File: src/rtl/fifo_arb_pkg.sv
// Shared definitions for the FIFO write-port arbiter: FSM state encoding and a
// constant-evaluable ceiling-log2 helper used to size pointers and counters.
package fifo_arb_pkg;

    typedef enum logic {
        ST_IDLE  = 1'b0,
        ST_BURST = 1'b1
    } arb_state_e;

    function automatic int clog2(input int n);
        int r;
        r = 0;
        for (int v = n - 1; v > 0; v = v >> 1) begin
            r++;
        end
        return r;
    endfunction

endpackage

File: src/rtl/fifo_wr_arbiter_rr_pick.sv
// Combinational round-robin picker: first set request at or after ptr, with wrap.
// The request vector is doubled so the wrapped search becomes one priority scan.
module rr_pick
    import fifo_arb_pkg::*;
#(
    parameter int NUM_REQ = 4,
    parameter int PTR_W   = clog2(NUM_REQ)
) (
    input  logic [NUM_REQ-1:0] req,
    input  logic [PTR_W-1:0]   ptr,
    output logic [NUM_REQ-1:0] onehot,
    output logic [PTR_W-1:0]   idx,
    output logic               any
);

    logic [2*NUM_REQ-1:0] dbl;
    logic                 found;

    assign dbl = {req, req};

    // Bits of the lower copy below ptr are masked off; the upper copy supplies the wrap.
    always_comb begin
        onehot = '0;
        idx    = '0;
        found  = 1'b0;
        for (int k = 0; k < 2 * NUM_REQ; k++) begin
            if (!found && dbl[k] && (k >= int'(ptr))) begin
                found = 1'b1;
                idx   = PTR_W'(k % NUM_REQ);
            end
        end
        if (found) begin
            onehot[idx] = 1'b1;
        end
        any = found;
    end

endmodule

File: src/rtl/fifo_wr_arbiter.sv
// Round-robin burst arbiter feeding one FIFO write port from NUM_REQ producers.
// Define FIFO_ARB_STATS_EN to add per-producer accepted-word counters (word_cnt).
module fifo_wr_arbiter
    import fifo_arb_pkg::*;
#(
    parameter int NUM_REQ   = 4,
    parameter int DIN_WIDTH = 8,
    parameter int BURST_LEN = 4
) (
    input  logic                           clk,
    input  logic                           rst,
    input  logic [NUM_REQ*DIN_WIDTH-1:0]   req_din,
    input  logic [NUM_REQ-1:0]             req_valid,
    output logic [NUM_REQ-1:0]             req_ready,
    output logic [DIN_WIDTH-1:0]           fifo_din,
    output logic                           fifo_wr_en,
    input  logic                           fifo_full,
    output logic [NUM_REQ-1:0]             grant,
    output logic                           busy
`ifdef FIFO_ARB_STATS_EN
    ,
    output logic [NUM_REQ*32-1:0]          word_cnt
`endif
);

    localparam int PTR_W = clog2(NUM_REQ);
    localparam int CNT_W = clog2(BURST_LEN + 1);

    arb_state_e                          state_q, state_d;
    logic [NUM_REQ-1:0]                  grant_q, grant_d;
    logic [PTR_W-1:0]                    gidx_q, gidx_d;
    logic [PTR_W-1:0]                    rr_ptr_q, rr_ptr_d;
    logic [CNT_W-1:0]                    beat_q, beat_d;

    logic [NUM_REQ-1:0][DIN_WIDTH-1:0]   din_arr;
    logic [NUM_REQ-1:0]                  pick_onehot;
    logic [PTR_W-1:0]                    pick_idx;
    logic                                pick_any;
    logic                                owner_valid;
    logic                                last_beat;

    assign din_arr     = req_din;
    assign owner_valid = req_valid[gidx_q];
    assign last_beat   = (beat_q == CNT_W'(BURST_LEN - 1));
    assign busy        = (state_q == ST_BURST);
    assign grant       = grant_q;

    rr_pick #(
        .NUM_REQ (NUM_REQ),
        .PTR_W   (PTR_W)
    ) u_pick (
        .req    (req_valid),
        .ptr    (rr_ptr_q),
        .onehot (pick_onehot),
        .idx    (pick_idx),
        .any    (pick_any)
    );

    // Outputs are forced quiet while rst is high so a mid-burst reset never writes.
    always_comb begin
        req_ready  = '0;
        fifo_wr_en = 1'b0;
        fifo_din   = '0;
        if (busy) begin
            fifo_din = din_arr[gidx_q];
            if (!fifo_full && !rst) begin
                req_ready  = grant_q;
                fifo_wr_en = owner_valid;
            end
        end
    end

    always_comb begin
        state_d  = state_q;
        grant_d  = grant_q;
        gidx_d   = gidx_q;
        rr_ptr_d = rr_ptr_q;
        beat_d   = beat_q;
        case (state_q)
            ST_IDLE: begin
                if (pick_any && !fifo_full) begin
                    state_d = ST_BURST;
                    grant_d = pick_onehot;
                    gidx_d  = pick_idx;
                    beat_d  = '0;
                end
            end
            ST_BURST: begin
                if (!owner_valid || (fifo_wr_en && last_beat)) begin
                    state_d  = ST_IDLE;
                    grant_d  = '0;
                    rr_ptr_d = (gidx_q == PTR_W'(NUM_REQ - 1)) ? '0 : gidx_q + 1'b1;
                end else if (fifo_wr_en) begin
                    beat_d = beat_q + 1'b1;
                end
            end
            default: state_d = ST_IDLE;
        endcase
    end

    always_ff @(posedge clk) begin
        if (rst) begin
            state_q  <= ST_IDLE;
            grant_q  <= '0;
            gidx_q   <= '0;
            rr_ptr_q <= '0;
            beat_q   <= '0;
        end else begin
            state_q  <= state_d;
            grant_q  <= grant_d;
            gidx_q   <= gidx_d;
            rr_ptr_q <= rr_ptr_d;
            beat_q   <= beat_d;
        end
    end

`ifdef FIFO_ARB_STATS_EN
    logic [NUM_REQ-1:0][31:0] word_cnt_q;

    always_ff @(posedge clk) begin
        if (rst) begin
            word_cnt_q <= '0;
        end else if (fifo_wr_en) begin
            word_cnt_q[gidx_q] <= word_cnt_q[gidx_q] + 32'd1;
        end
    end

    assign word_cnt = word_cnt_q;
`endif

endmodule

File: config.mk
export PLATFORM = sky130hd
export DESIGN_NAME = fifo_wr_arbiter
export DESIGN_NICKNAME = d
export VERILOG_FILES = /design/src/rtl/fifo_arb_pkg.sv /design/src/rtl/fifo_wr_arbiter_rr_pick.sv /design/src/rtl/fifo_wr_arbiter.sv
export SDC_FILE = /design/constraint.sdc
export NUM_CORES = 1
export LEC_CHECK = 0
export ABC_AREA = 1
export BUFFER_PORTS_ARGS = -buffer_cell sky130_fd_sc_hd__buf_2
export CORE_MARGIN = 10
export CORE_UTILIZATION = 40
export DETAILED_ROUTE_END_ITERATION = 10
export PLACE_DENSITY = 0.76
export SLEW_MARGIN = 20
export SYNTH_ARGS = -nofsm -noshare
export SYNTH_HDL_FRONTEND = slang
export SYNTH_HIERARCHICAL = 1
export SYNTH_SLANG_ARGS = --single-unit
File: constraint.sdc
create_clock -name clk -period 1.3 [get_ports clk]
set_input_delay 0.065 -clock clk [delete_from_list [all_inputs] [get_ports clk]]
set_output_delay 0.065 -clock clk [all_outputs]
set_load 0.03 [all_outputs]
==> results of run 1 <==
[cell families after synthesis]
group	Yosys count	share of synthesized area (%)
compound gates	41	20.3
fa+ha+maj	3	3.54
buf+inv	29	12.4
flops	12	22.7
simple gates	93	41.1
[power groups by stage]
stage,clock network [µW],logic [µW],registers [µW]
2_1_floorplan,0,339,430
3_3_place_gp,0,504,423
3_5_place_dp,0,508,424
4_1_cts,333,614,420
5_1_grt,348,783,425
6_report,326,732,423
[worst max path at each step]
stage,from,end,slack [ns],cells past startpoint
finish,gidx_q[0]$_SDFFE_PP0P_,fifo_wr_en,-0.20,7
global placement,rr_ptr_q[1]$_SDFFE_PP0P_,grant[3]$_SDFFE_PP0P_,-0.09,9
global route,gidx_q[0]$_SDFFE_PP0P_,fifo_din[2],-0.24,6
detailed placement,rr_ptr_q[1]$_SDFFE_PP0P_,grant[3]$_SDFFE_PP0P_,-0.15,9
CTS,gidx_q[0]$_SDFFE_PP0P_,fifo_wr_en,-0.15,7
floorplan,gidx_q[0]$_SDFFE_PP0P_,fifo_din[5],0.0006,6
[registers in the layout, indices dropped and copies added (netlist names)]
register	flops
grant	4
gidx_q	2
busy	1
beat_q	3
rr_ptr_q	2
[area by class of cell]
| cell class | instances | area, µm² | area share [%] |
|---|---|---|---|
| multi-input cells | 139 | 867 | 46.3 |
| repair buffers | 83 | 588 | 31.4 |
| flip-flops and latches | 12 | 256 | 13.7 |
| inverters | 22 | 87.6 | 4.68 |
| well taps | 30 | 37.5 | 2.00 |
| clock buffers | 4 | 36.3 | 1.94 |
[per-layer routing]
metal  global-route usage [%]  vias up  part of all wire [%]
met5                        0        -                     0
met4                     4.95        0                   2.7
met3                     2.89       12                   5.6
met2                     27.5       69                    54
met1                     15.8      706                    38
li1                         -      744                     -
[critical path: stages, from the launching register on]
cell	delay (ns)
dfxtp_4	0.39
buf_6	0.12
nand2_2	0.05
nand2_2	0.07
nand2_2	0.07
buf_6	0.12
a21oi_4	0.15
buf_6	0.16
[what timing repair did]
item                       in CTS  in global routing
setup endpoints to repair      25                 25
buffers inserted                6                  7
resized for setup              52                 40
cloned                          2                  0
pin swaps                      12                 27
[placed cells by master, fill, tap and decap left out, types with 5 or more instances in the layout]
master | Yosys | final
buf_2 | 4 | 46
nor2_1 | 43 | 40
buf_4 | 0 | 18
inv_1 | 18 | 16
buf_6 | 2 | 16
o21ai_1 | 0 | 15
a21oi_2 | 2 | 14
nand2_1 | 18 | 12
nand2_2 | 9 | 11
nand3_1 | 13 | 9
nand2_4 | 2 | 7
dfxtp_1 | 12 | 7
nor2_2 | 2 | 5
o21ai_2 | 0 | 5
nand3_2 | 2 | 5
a21oi_1 | 18 | 5
[metrics by stage]
| step | total power (µW) | util [%] | hold WS, ns |
|---|---|---|---|
| 5_1_grt | 1560 | 74.9 | 0.123 |
| 4_1_cts | 1370 | 68.3 | 0.107 |
| 2_1_floorplan | 769 | - | 0.245 |
| 3_5_place_dp | 933 | 59.2 | 0.418 |
| 3_3_place_gp | 927 | 59.2 | 0.423 |
| 6_report | 1480 | 74.9 | 0.122 |
==> metrics, run 1 <==
net switching power 606 µW; setup tns final -2.12 ns; # IOs 57; Gate power share 49.4%; Layout fillers 171; H-tree levels 1; Non-Filler Instances 290; share of the synthesized area in the top cell type 22.7%; Synth Register Bits 12; cts bufs inserted 3; HPWL Detailed 2.72 mm; Startpoint Class flip-flop; WL final 4.66 mm; setup ws final -0.203 ns; CTS tree done; endpoints failing hold 0; # setup viols final 20; maximum vdd drop 0.000747 V; DP Cell Count 271; Mapped Area 1060 µm²; final worst path period need 1.50 ns; largest net degree at the start of global routing 18; synth top area cells dfxtp_1 23%, nor2_1 15%, o21ai_0 9.4%, a21oi_1 8.5%, inv_1 6.4%; outcome finished, violations left; crit path kind flip-flop to output pin; Final ANT Viol Nets 0; most frequent cells after synthesis 43 x nor2_1, 20 x o21ai_0, 18 x a21oi_1, 18 x inv_1, 18 x nand2_1; Critical R2R Capture beat_q[2]$_SDFFE_PP0P_; worst hold endpoint grant[1]$_SDFFE_PP0P_; Overflow after GRT 0; vias per cell 5.28; Hold Buf Count CTS 0; vias in the first global route 1368; Net Sw Frac 40.9%; Post-Syn Instances 178; Remaining DRCs 0; Hold Crit Start rst; post-DR wirelength/cell 16.1 µm; area leader, netlist dfxtp_1; ys flop type dfxtp_1; most frequent cell after synthesis nor2_1; Synth Net Count 220; Clock Power Share 22.0%; Hold Path Class input port to flip-flop; RR Startpoint rr_ptr_q[1]$_SDFFE_PP0P_; Post-Place Worst Slack -0.145 ns; fin. max-slew vios 0; Skew-Pair Late Insertion Delay 0.29 ns; Buffers on Ports 56; wire length of the first global-routing pass 6.18 mm; PwrDens 790 nW/µm²; relative max-transition margin 83.8%; Vias 1531; worst clock skew 0.00973 ns; CTS root buf clkbuf_4; Worst-path clk slew 0.09 ns; gr usage total 14.7%; Hold Crit Depth 3; Leakage 0.000917 µW; Initial Util 42.4%; chip height 71.5 µm; Core ar. 2500 µm²; Reg power frac 28.6%; YS warnings 6; share of cells above drive strength 1 57.7%; area added between synthesis and finish 76.7%; Clock Sinks 12; Max Cap Viol 0; die area 5110 µm²; design area 1870 µm²; Iter 0 DRT Violations 71; CP required 1.24 ns; Internal Power 874 µW; number of synthesized flops with an enable pin 0; worst reg-to-reg setup slack -0.12 ns; register area share after synthesis 22.7%; router iterations before antenna repair 4; Cell variety after synth 21; Reg2Reg Depth 9; crit end category output pin; asr flop ratio synth 0%; Mapped Avg Cell Area 5.95 µm²; CP Data Arrival Time 1.44 ns; initial antenna violation count 0; Least-Margin Pin Slew 0.242 ns; FP Rows 18; GP Congestion 0.789; diode count 0; die width 71.5 µm; RSZ-0062 raised after global routing true; placed cell areas 1480 µm²; failing checks setup timing; final net count 303; Crit Path Max Fanout 6; Fmax 0.666 GHz; Clock Tree Buf Depth 2; period utilization 116%
Power figures use the tool's default switching activity.
==> run 2: changes to the inputs <==
==> constraint.sdc (replaced) <==
create_clock -name clk -period 1.38 [get_ports clk]
set_input_delay 0.069 -clock clk [delete_from_list [all_inputs] [get_ports clk]]
set_output_delay 0.069 -clock clk [all_outputs]
set_load 0.03 [all_outputs]
==> run 2 against run 1 <==
  * The flow still finishes with violations (setup timing)
  * Critical endpoint is now fifo_din[1]
  * First-iteration DRC count shrank 25%
  * Flip-flop and latch count is the same
  * Hold slack lost 0.051 ns
  * Cell area shrank 10%
==> metrics, run 2 (synthesized netlist as in run 1, its figures left out) <==
Max Cap Viol 0; Fmax 0.703 GHz; GP Congestion 0.825; Worst-path clk slew 0.08 ns; relative max-transition margin 82.2%; maximum vdd drop 0.000600 V; Core ar. 2500 µm²; Post-Place Worst Slack -0.0401 ns; HPWL Detailed 2.58 mm; Leakage 0.000825 µW; CP Data Arrival Time 1.35 ns; commonest non-fill, non-tap cell in the layout buf_2; fin. max-slew vios 0; gr usage total 12.4%; met3 routed WL 182 µm; Worst path most repeated cell nor2_1; highest metal used met4; crit path kind flip-flop to output pin; period utilization 103%; worst clock skew 0.00417 ns; Final ANT Viol Nets 0; # IOs 57; H-tree levels 1; PwrDens 745 nW/µm²; final worst path period need 1.42 ns; post-DR wirelength/cell 12.6 µm; area added between synthesis and finish 58.3%; Initial Util 42.4%; RSZ-0062 raised after global routing true; most frequent cells in the layout 47 x buf_2, 40 x nor2_1, 18 x o21ai_1; CP max-delay cell dfxtp_4; CTS tree done; share of cells above drive strength 1 50.2%; wire length of the first global-routing pass 5.45 mm; setup ws final -0.0424 ns; DR WL met2 1.79 mm; Crit Path Max Fanout 7; vias per cell 4.98; setup tns final -0.157 ns; DP Cell Count 267; Overflow after GRT 0; FP Rows 18; Skew-Pair Late Insertion Delay 0.28 ns; final hold slack 0.0712 ns; Buffers on Ports 56; vias in the first global route 1238; CP max stage delay 0.41 ns; WL final 3.49 mm; CP Buf/Inv Count 2; Non-Filler Instances 277; endpoints failing hold 0; crit end category output pin; CP top delay family flip-flops; number of flip-flops in the largest register 4; outcome finished, violations left; failing checks setup timing; CTS root buf clkbuf_4; M1 wire length 1.46 mm; Vias 1380; Clock Sinks 12; largest net degree at the start of global routing 17; final net count 290; # setup viols final 8; chip height 71.5 µm; cts bufs inserted 3; initial antenna violation count 0; Clock Tree Buf Depth 2; Remaining DRCs 0; CP required 1.31 ns; Hold Path Class input port to flip-flop; diode count 0; Least-Margin Pin Slew 0.267 ns; Startpoint Class flip-flop; die area 5110 µm²; router iterations before antenna repair 4; Iter 0 DRT Violations 53; cell breakdown of the critical path clkbuf_16 -> nor2_1 -> nor2_1 -> o21ai_1 -> a21oi_2 -> buf_6; die width 71.5 µm
## run 2: changes by cell type in the layout (fill, tap and decap cells not counted), sizes merged
cell | previous run | this run
buf | 82 | 71
nand2 | 30 | 29
nand3 | 16 | 15
## run 2: worst register-to-register path, stage by stage, from the launching register on
cell and delay [ns]:
dfxtp_2 0.37, inv_1 0.06, nand2_2 0.06, nand2_2 0.07
nor2_4 0.11, nand4_1 0.13, nand3_2 0.19, buf_6 0.14
nand3_2 0.08, a21oi_2 0.13
## run 2: power by group
group          leakage, µW  switching, µW  internal, µW
logic             0.000704            315           244
clock network    0.0000210            129           160
registers         0.000100           31.8           369
total             0.000825            476           774
## run 2: repair_timing
item                       CTS  global route
gates resized for setup     44            18
pin swaps                    2            13
hold buffers                 0             0
buffers inserted             2             4
hold endpoints to repair     0             0
setup endpoints to repair   16            25
cloned                       0             1
## run 2: final timing paths
check	cells after the start	start	to	slack [ns]
worst max-delay path	6	gidx_q[0]$_SDFFE_PP0P_	fifo_din[1]	-0.04
worst min-delay path	2	rst	grant[3]$_SDFFE_PP0P_	0.07
worst max register to register	9	rr_ptr_q[1]$_SDFFE_PP0P_	grant[3]$_SDFFE_PP0P_	-0.01
worst min register to register	2	beat_q[2]$_SDFFE_PP0P_	beat_q[2]$_SDFFE_PP0P_	0.49
## run 2: metal layers
layer | up-vias | track usage (%)
met5 | - | 0
met4 | 0 | 4.95
met2 | 43 | 22.0
met3 | 6 | 2.20
met1 | 610 | 14.1
li1 | 721 | -
## run 2: cell type report
cell class	instances	area (µm²)
Fill cell	221	822
Inverter	22	87.6
Sequential cell	12	249
Timing Repair Buffer	72	500
Multi-Input combinational cell	137	767
Clock buffer	4	36.3
Tap cell	30	37.5
## run 2: per-stage QoR
step	instance area [µm²]	utilization [%]	total power (µW)
floorplan	1100	-	719
global placement	1450	57.8	863
detailed placement	1450	57.8	868
CTS	1570	62.9	1200
global route	1680	67.1	1330
finish	1680	67.1	1250
